`config.mk`:
```
export PLATFORM = sky130hd
export DESIGN_NAME = cdc_rx_mux
export DESIGN_NICKNAME = d
export VERILOG_FILES = /design/src/rtl/cdc_rx_fifo.sv /design/src/rtl/cdc_rx_mux.sv
export SDC_FILE = /design/constraint.sdc
export NUM_CORES = 1
export LEC_CHECK = 0
export CAP_MARGIN = 5
export CORE_UTILIZATION = 49
export DETAILED_ROUTE_END_ITERATION = 10
export GPL_TIMING_DRIVEN = 0
export PLACE_DENSITY_LB_ADDON = 0.3
export SYNTH_ARGS = -nofsm -noshare
export SYNTH_HDL_FRONTEND = slang
export SYNTH_SLANG_ARGS = --single-unit
```
`constraint.sdc`:
```
create_clock -name dst_clk -period 2.3 [get_ports dst_clk]
set_input_delay 0.345 -clock dst_clk [delete_from_list [all_inputs] [get_ports dst_clk]]
set_output_delay 0.345 -clock dst_clk [all_outputs]
set_load 0.02 [all_outputs]
```
`src/rtl/cdc_rx_fifo.sv`:
```
// cdc_rx_fifo: single-clock first-word-fall-through FIFO.
//
// The head entry is visible on pop_data whenever empty is low. A pop removes
// it at the next clock edge. When the FIFO is full, a push is accepted only
// if a pop happens in the same cycle. Push and pop together leave the count
// unchanged. pop_data reads zero while the FIFO is empty.
//
// Ports:
//   clk        - clock
//   rst_n      - asynchronous active-low reset; empties the FIFO
//   push       - write push_data this cycle
//   push_data  - entry to write
//   pop        - remove the head entry this cycle
//   pop_data   - head entry (FWFT)
//   full       - FIFO_DEPTH entries held
//   empty      - no entries held
module cdc_rx_fifo #(
  parameter int WIDTH = 8,
  parameter int DEPTH = 4
) (
  input  logic             clk,
  input  logic             rst_n,
  input  logic             push,
  input  logic [WIDTH-1:0] push_data,
  input  logic             pop,
  output logic [WIDTH-1:0] pop_data,
  output logic             full,
  output logic             empty
);

  localparam int AW   = $clog2(DEPTH);
  localparam int CNTW = AW + 1;

  logic [WIDTH-1:0] mem [DEPTH];
  logic [AW-1:0]    wr_ptr;
  logic [AW-1:0]    rd_ptr;
  logic [CNTW-1:0]  count;
  logic             push_en;
  logic             pop_en;

  assign empty   = (count == '0);
  assign full    = (count == CNTW'(DEPTH));
  assign pop_en  = pop && !empty;
  assign push_en = push && (!full || pop_en);

  // Masking the head while empty makes the outputs read zero after reset
  // without having to reset the storage array.
  assign pop_data = empty ? '0 : mem[rd_ptr];

  always_ff @(posedge clk) begin
    if (push_en) begin
      mem[wr_ptr] <= push_data;
    end
  end

  // DEPTH is a power of two, so pointers wrap by natural overflow.
  always_ff @(posedge clk or negedge rst_n) begin
    if (!rst_n) begin
      wr_ptr <= '0;
      rd_ptr <= '0;
      count  <= '0;
    end else begin
      if (push_en) wr_ptr <= wr_ptr + 1'b1;
      if (pop_en)  rd_ptr <= rd_ptr + 1'b1;
      case ({push_en, pop_en})
        2'b10:   count <= count + 1'b1;
        2'b01:   count <= count - 1'b1;
        default: count <= count;
      endcase
    end
  end

endmodule

```
`src/rtl/cdc_rx_mux.sv`:
```
// cdc_rx_mux: multi-channel receiver for toggle-handshake clock-domain
// crossings, merged into one output queue.
//
// Each channel's toggle passes through a DEPTH-stage synchroniser. Every flip
// seen at the synchroniser output captures that channel's held bus and marks
// the channel pending. A round-robin arbiter moves one pending capture per
// cycle into a FWFT FIFO as {channel, data}.
//
// Output handshake: dst_valid is high whenever the FIFO head holds an entry,
// and it depends only on registered state. The entry on dst_chan/dst_bus is
// consumed at the clock edge where dst_valid && dst_ready are both high. The
// head stays stable while dst_valid is high and dst_ready is low.
//
// Ports:
//   dst_clk          - the only clock; all state lives here
//   dst_rst_n        - asynchronous active-low reset
//   src_toggle       - one asynchronous toggle per channel
//   src_bus          - held data buses, channel k at [k*WIDTH +: WIDTH]
//   dst_valid        - FIFO head valid
//   dst_ready        - consumer accepts the head
//   dst_bus          - head data
//   dst_chan         - head channel index
//   dst_overrun      - sticky per-channel overrun flags
//   dst_overrun_clr  - clears all overrun flags
module cdc_rx_mux #(
  parameter int WIDTH      = 8,
  parameter int CHANNELS   = 4,
  parameter int DEPTH      = 3,
  parameter int FIFO_DEPTH = 4,
  localparam int CW        = (CHANNELS > 1) ? $clog2(CHANNELS) : 1
) (
  input  logic                      dst_clk,
  input  logic                      dst_rst_n,
  input  logic [CHANNELS-1:0]       src_toggle,
  input  logic [CHANNELS*WIDTH-1:0] src_bus,
  output logic                      dst_valid,
  input  logic                      dst_ready,
  output logic [WIDTH-1:0]          dst_bus,
  output logic [CW-1:0]             dst_chan,
  output logic [CHANNELS-1:0]       dst_overrun,
  input  logic                      dst_overrun_clr
);

  logic [DEPTH-1:0]    pipe [CHANNELS];
  logic [WIDTH-1:0]    cap  [CHANNELS];
  logic [CHANNELS-1:0] pending;
  logic [CHANNELS-1:0] sync_event;
  logic [CHANNELS-1:0] grant_vec;
  logic [CHANNELS-1:0] ovr_set;
  logic [CW-1:0]       last;
  logic [CW-1:0]       grant_idx;
  logic                grant_any;

  logic                fifo_full;
  logic                fifo_empty;
  logic                pop;
  logic                push_ok;
  logic [CW+WIDTH-1:0] push_data;
  logic [CW+WIDTH-1:0] head;

  // A flip is seen where the two oldest synchroniser stages disagree.
  always_comb begin
    sync_event = '0;
    for (int k = 0; k < CHANNELS; k++) begin
      sync_event[k] = pipe[k][DEPTH-1] != pipe[k][DEPTH-2];
    end
  end

  assign dst_valid = !fifo_empty;
  assign pop       = dst_valid && dst_ready;
  // A full FIFO can still take an entry when the head leaves this cycle.
  assign push_ok   = !fifo_full || pop;

  // Round-robin: scan from last+1 and wrap, first pending channel wins.
  always_comb begin
    logic [CW-1:0] idx;
    grant_any = 1'b0;
    grant_idx = '0;
    idx       = '0;
    for (int i = 1; i <= CHANNELS; i++) begin
      idx = CW'((int'(last) + i) % CHANNELS);
      if (!grant_any && push_ok && pending[idx]) begin
        grant_any = 1'b1;
        grant_idx = idx;
      end
    end
  end

  assign grant_vec = grant_any ? (CHANNELS'(1) << grant_idx) : '0;
  assign push_data = {grant_idx, cap[grant_idx]};

  // Overwriting an ungranted capture loses the older value. When the same
  // channel is granted in that cycle, the older value is already on its way
  // into the FIFO, so nothing is lost.
  assign ovr_set = sync_event & pending & ~grant_vec;

  always_ff @(posedge dst_clk or negedge dst_rst_n) begin
    if (!dst_rst_n) begin
      for (int k = 0; k < CHANNELS; k++) begin
        pipe[k] <= '0;
        cap[k]  <= '0;
      end
      pending     <= '0;
      dst_overrun <= '0;
      last        <= CW'(CHANNELS - 1);
    end else begin
      for (int k = 0; k < CHANNELS; k++) begin
        pipe[k] <= {pipe[k][DEPTH-2:0], src_toggle[k]};
        if (sync_event[k]) begin
          cap[k]     <= src_bus[k*WIDTH +: WIDTH];
          pending[k] <= 1'b1;
        end else if (grant_vec[k]) begin
          pending[k] <= 1'b0;
        end
      end
      // A new overrun wins over a simultaneous clear.
      dst_overrun <= ovr_set | (dst_overrun & ~{CHANNELS{dst_overrun_clr}});
      if (grant_any) begin
        last <= grant_idx;
      end
    end
  end

  cdc_rx_fifo #(
    .WIDTH (CW + WIDTH),
    .DEPTH (FIFO_DEPTH)
  ) u_fifo (
    .clk       (dst_clk),
    .rst_n     (dst_rst_n),
    .push      (grant_any),
    .push_data (push_data),
    .pop       (pop),
    .pop_data  (head),
    .full      (fifo_full),
    .empty     (fifo_empty)
  );

  assign dst_bus  = head[WIDTH-1:0];
  assign dst_chan = head[WIDTH +: CW];

endmodule

```
# Yosys cells after proc, flatten, opt, wreduce, memory -nomap -nowiden
# Memories as Yosys holds them, arrays and structs flattened.
# Cells that the tools add are included.
[word_totals]
reg_bits = 61
latch_bits = 0
ram_bits = 40
rom_bits = 0
output_inout_bits = 15
elab_cells = 101
mem_count = 1
[classes]
addsub = 8
multipliers = 0
n_div = 0
n_lt_le_gt_ge = 5
n_eq_ne = 7
shift = 1
mux = 32
bitwise_logic = 7
n_reduce_logical = 23
[mem_list]
columns = ["name", "words", "word_bits", "read_ports", "rd_ports_with_merged_regs", "wr", "line", "source"]
rows = [
  ["u_fifo.mem", 4, 10, 1, 0, 1, "cdc_rx_fifo.sv:34", "logic [WIDTH-1:0] mem [DEPTH];"],
]
[op_table]
columns = ["op", "n"]
rows = [
  ["$mux W1", 18],
  ["$bmux W8 S2", 1],
  ["$mux W8", 2],
  ["$and A4 B4 Y4", 3],
  ["$lt A2 B3 Y1 const B", 4],
  ["$logic_and A1 B1 Y1", 10],
  ["$mux W10", 1],
  ["$reduce_bool A2 Y1", 5],
  ["$add A2 B1 Y2 const B", 4],
  ["$bmux W1 S2", 4],
  ["$mux W2", 4],
  ["$not A4 Y4", 2],
  ["$pmux W3 S2", 1],
  ["$logic_not A1 Y1", 5],
  ["$add A2 B2 Y2 const B", 2],
  ["$mux W4", 1],
  ["$ne A1 B1 Y1", 4],
  ["$or A4 B4 Y4", 1],
  ["$shl A1 B2 Y4 const A", 1],
  ["$add A3 B1 Y3 const B", 1],
  ["$eq A3 B3 Y1 const B", 1],
  ["$ge A3 B3 Y1 const B", 1],
  ["$logic_not A3 Y1", 1],
  ["$not A2 Y3", 1],
  ["4 further kinds", 5],
]

# Depth between registers and ports, before layout
[depth]
depth_word = 23
mapped_depth = 10
ltp_nobuf = 9

# Cells and area by module
# Synthesis repeated with hierarchy kept, for this count alone.
[hier_totals]
hier_cells = 349
hier_area_um2 = 4383.0
[by_module_without_submodules]
columns = ["module", "instances", "cells_per_inst", "area_each_um2", "seq_area_each_um2"]
rows = [
  ["cdc_rx_mux", 1, 247, 2439.8, 1353.8],
  ["cdc_rx_fifo", 1, 102, 1943.1, 1376.3],
]

# Least setup slack after synthesis
# OpenSTA, ideal clock, no wires.
[synth_timing]
path_type = "register to register"
from = "register u_fifo.count[0]"
to = "register u_fifo.count[2]"
setup_time_ns = 0.079
arrival_time_ns = 2.199
t_required_ns = 2.221
setup_slack_ns = 0.022
path_stages_with_launch = 10
path_buffers = 0
period_less_slack_ns = 2.278
path_cell_list = "dfrtp_1 -> or4b_4 -> a21boi_2 -> inv_1 -> ha_1 -> inv_1 -> fa_1 -> xor2_1 -> nor2_1 -> xor2_1"
[synth_between]
elab_chain_len = 21
elab_cells_between_ends = 29
cone_classes = "add/sub: 2; eq/ne: 3; mux: 5; reduce/logical: 19"
[synth_rtl]
columns = ["element", "line", "source"]
rows = [
  ["start: declaration", "cdc_rx_fifo.sv:37", "logic [CNTW-1:0] count;"],
  ["start signal: assignment", "cdc_rx_fifo.sv:66", "2'b10: count <= count + 1'b1;"],
  ["start signal: assignment", "cdc_rx_fifo.sv:67", "2'b01: count <= count - 1'b1;"],
  ["start signal: assignment", "cdc_rx_fifo.sv:68", "default: count <= count;"],
  ["$logic_not A3 Y1", "cdc_rx_fifo.sv:41", "assign empty = (count == '0);"],
  ["$logic_not A1 Y1", "cdc_rx_fifo.sv:43, cdc_rx_mux.sv:69", ""],
  ["$logic_and A1 B1 Y1", "cdc_rx_mux.sv:70", "assign pop = dst_valid && dst_ready;"],
  ["$logic_or A1 B1 Y1", "cdc_rx_mux.sv:72", "assign push_ok = !fifo_full || pop;"],
  ["$logic_and A1 B1 Y1", "cdc_rx_mux.sv:82", "if (!grant_any && push_ok && pending[idx]) begin"],
  ["$mux W1", "cdc_rx_mux.sv:82", ""],
  ["$logic_not A1 Y1", "cdc_rx_mux.sv:82", ""],
  ["$logic_and A1 B1 Y1 (2 in series)", "cdc_rx_mux.sv:82", ""],
  ["[... 2 more ...]", "-", ""],
  ["$logic_and A1 B1 Y1 (2 in series)", "cdc_rx_mux.sv:82", ""],
  ["$mux W1", "cdc_rx_mux.sv:82", ""],
  ["$logic_not A1 Y1", "cdc_rx_mux.sv:82", ""],
  ["$logic_and A1 B1 Y1 (2 in series)", "cdc_rx_mux.sv:82", ""],
  ["$mux W1", "cdc_rx_mux.sv:82", ""],
  ["$logic_and A1 B1 Y1", "cdc_rx_fifo.sv:44", "assign push_en = push && (!full || pop_en);"],
  ["$eq A2 B1 Y1 / $eq A2 B2 Y1 (equally long branches)", "cdc_rx_fifo.sv:65", "case ({push_en, pop_en})"],
  ["$pmux W3 S2 / $reduce_bool A2 Y1 (equally long branches)", "-", ""],
]
# Parallel ways exist; a longest one is shown, timed or not.
# A chain may end at the register's enable or synchronous reset.

# Worst setup path after layout
[layout_timing]
from = "register u_fifo.count[0]"
to = "output dst_bus[7]"
[layout_between]
elab_chain_len = 2
[layout_rtl]
columns = ["element", "line", "source"]
rows = [
  ["$logic_not A3 Y1", "cdc_rx_fifo.sv:41", ""],
  ["$mux W10", "cdc_rx_fifo.sv:48", "assign pop_data = empty ? '0 : mem[rd_ptr];"],
  ["end: declaration", "cdc_rx_mux.sv:38", "output logic [WIDTH-1:0] dst_bus,"],
]
# No other way between the ends.

==> run_results.csv <==
group,metric,value,unit
status,status,"completed",
sta,min_period,2.21,ns
detailed_routing,drt-wirelength-per-cell,15.0,um
power,ir_worst_vdd,626,uV
detailed_routing,antenna_left,0,
min_path,worstHoldStart,"pipe[3]",
floorplan,io_pins,55,
final_layout,syn_to_final_growth,23.9,%
sta,drv_slew,0,
sta,relSlewSlack,0.340,
worst_setup_path,path_max_fanout,10,
worst_setup_path,end_kind,"output pin",
floorplan,num_rows,33,
clocking,htreeDepth,3,
global_route,antenna_found_initial,0,
worst_setup_path,cpMaxStageDelayCell,"or3_2",
logic_synthesis,ys_ff_latch,101,
detailed_routing,drt_iter0_drc,142,
sta,worst_slew_pin_slew,0.987,ns
logic_synthesis,yosys_warnings,0,
worst_setup_path,cp.required,1.96,ns
clocking,clkTransAtPathRegs,0.09,ns
final_layout,fin_nets,419,
floorplan,die_w,95.1,um
logic_synthesis,syn_area_per_cell,14.3,um^2
global_route,overflow,0,
place,hpwl,5090,um
floorplan,die_area,9040,um^2
sta,rsz0062_at_grt,"true",
worst_setup_path,worstSetupStartpointType,"flop",
logic_synthesis,synth_edf_count,40,
worst_setup_path,rrSetupSlack,0.10,ns
min_path,hold_class,"reg2reg",
global_route,grt_usage,0.179,
power,leakage,2.21,nW
detailed_routing,routed_wl,7250,um
logic_synthesis,netlist_instances,297,
clocking,cts_buffers,9,
power,power.density,1410,nW/um^2
worst_setup_path,cp_slowest_stage_delay,0.51,ns
sta,setup_viol,0,
floorplan,core,8300,um^2
sta,hold_viol,0,
global_route,grt_pass1_wl,11900,um
sta,fin_crit_sh,0.962,
detailed_routing,via_per_inst,5.14,
detailed_routing,drc_errors,0,
place,gp_congestion,0.770,
global_route,first_global_vias,2469,
worst_setup_path,crit_buf_inv,2,
detailed_routing,dr.pass1.iters,4,
worst_setup_path,worst_ep_arrival_time,1.87,ns
worst_setup_path,crit_type,"reg2out",
place,dpl.cell_count,457,
min_path,min_to,"pipe[4]",
logic_synthesis,ys_seq_area_frac,0.643,
min_path,min_path_cells,0,
clocking,cts.sinks,101,
final_layout,finalNonFillerCells,483,
sta,tns,0,ns
floorplan,die_y,95.1,um
clocking,cts_tree,"done",
power,p_total,0.00742,W
sta,clock_skew,0.00985,ns
worst_setup_path,reg2reg_depth,8,
logic_synthesis,synth_nets,343,
worst_setup_path,timing.rr.start,"u_fifo.count[0]",
final_layout,antenna_cells,0,
sta,fmax,0.452,GHz
place,io_buffers,54,
logic_synthesis,ys.flop_type,"dfrtp_1",
detailed_routing,vias,2483,
logic_synthesis,async_reset_ff_frac,0.604,
clocking,insertion_delay,0.35,ns
worst_setup_path,cp_cell_sequence,"or3_2 -> clkbuf_4 -> and2_1 -> clkdlybuf4s15_1",
global_route,grt_start_max_net_pins,42,
logic_synthesis,syn-cell-area,4250,um^2
logic_synthesis,ys_types,39,
clocking,clk_root_buffer_cell,"clkbuf_8",
worst_setup_path,cp_top_family,"simple AND/OR/NAND/NOR gates",
worst_setup_path,rr_endpoint,"u_fifo.mem[3][7]",
clocking,clk_path_buf_depth,2,
flow_run,maxCapViolCount,0,
final_layout,layout-drive-gt1-share,0.212,
floorplan,initial_core_util,0.512,
==> metrics by stage <==
stage	area, um^2	hold slack (ns)	utilization	setup slack, ns
after floorplan	4250	0.0494	-	0.0216
after global placement	4920	0.332	0.593	-1.01
after detailed placement	4930	0.336	0.595	-0.437
after CTS	5190	0.358	0.625	0.00561
after global routing	5260	0.371	0.634	-0.0271
final	5260	0.355	0.634	0.0869
==> where the power goes <==
part           internal, W  switching, W  leakage (nW)
sequential         0.00282      0.000235          1.09
clock             0.000502      0.000573        0.0964
combinational      0.00158       0.00172          1.02
total              0.00489       0.00253          2.21
==> cells in the final DEF, fill, tap and decap left out, types with 2 or more instances in the layout <==
master,instances
nor2_1,5
mux2i_2,7
and2_1,15
a21oi_1,2
clkdlybuf4s15_1,7
clkdlybuf4s50_1,42
buf_4,10
xnor2_1,5
clkbuf_2,3
edfxtp_1,40
o2bb2ai_1,3
clkinv_2,3
clkbuf_8,9
buf_12,3
dlygate4sd2_1,2
o21ai_0,6
mux4_2,10
dfrtp_1,59
buf_2,3
mux2i_1,19
nand3_1,3
inv_1,9
dfstp_2,2
ha_1,4
xor2_1,7
nand2_1,57
mux2_2,16
==> repair_timing <==
item	4_1_cts	5_1_grt
endpoints found under the setup margin	12	42
buffers inserted	5	4
endpoints found under the hold margin	18	0
gates resized for setup	22	21
pin swaps	2	4
hold buffers	1	0
==> state kept, by name, indices dropped and copies added, names as in the netlist <==
name / cells
last: 2
u_fifo.mem: 40
cap: 32
u_fifo.wr_ptr: 2
u_fifo.rd_ptr: 2
pipe: 12
pending: 4
u_fifo.count: 3
dst_overrun: 4
==> synthesized netlist by cell type (2+ instances only) <==
library cell	count	area (um^2)
mux2i_1	26	260
a21oi_1	2	10.0
clkbuf_1	2	7.51
nor2_1	5	18.8
buf_2	3	15.0
ha_1	5	62.6
dfrtp_1	59	1480
nand3_1	3	15.0
and2_1	15	93.8
inv_1	10	37.5
o21ai_0	6	30.0
nand2_1	57	214
edfxtp_1	40	1200
mux4_2	10	225
o2bb2ai_1	3	26.3
xor2_1	7	61.3
mux2_2	16	180
buf_4	2	15.0
dfstp_2	2	52.6
xnor2_1	5	43.8
==> final cells by class <==
type,count,area [um^2]
plain buffers,8,77.6
clock buffers,10,128
clock inverters,6,61.3
fillers,627,3040
inverters,11,48.8
multi-input cells,177,1460
flip-flops and latches,101,2730
well taps,105,131
repair buffers,65,624
==> routing by layer <==
layer	wire length (um)	vias up	track usage
met2	3450	74	0.286
li1	-	1198	-
met1	3360	1201	0.245
met5	0	-	0
met4	103	0	0.0682
met3	337	10	0.0311
==> worst register-to-register path: stages (launching register included) <==
cell and delay [ns]:
dfrtp_1 0.40, or4b_4 0.58, buf_6 0.14, o41ai_2 0.05
a311o_4 0.21, inv_8 0.07, buf_12 0.15, mux2i_1 0.13
mux2i_2 0.27
==> cells by family (layout without fill, tap and decap cells) <==
family | Yosys count | after routing | synth area share
AOI/OAI and AO/OA | 22 | 22 | 0.0415
xor gates and xnor gates | 12 | 12 | 0.0247
adders and majority gates | 6 | 6 | 0.0194
buffers and inverters | 19 | 100 | 0.0244
DFF | 101 | 101 | 0.643
muxes | 52 | 52 | 0.157
and+or+nand+nor | 85 | 85 | 0.0904
==> how the worst max path moves through the flow <==
stage / slack [ns] / cells after the start / from / to
2_1_floorplan: 0.02 / 9 / u_fifo.count[0] / u_fifo.count[2]
3_3_place_gp: -1.01 / 1 / dst_rst_n / cap[12]
3_5_place_dp: -0.44 / 10 / dst_ready / u_fifo.count[2]
4_1_cts: 0.006 / 4 / u_fifo.rd_ptr[0] / dst_bus[1]
5_1_grt: -0.03 / 9 / u_fifo.count[0] / u_fifo.count[2]
6_report: 0.09 / 4 / u_fifo.count[0] / dst_bus[7]
(Power assumes the default switching activity.)
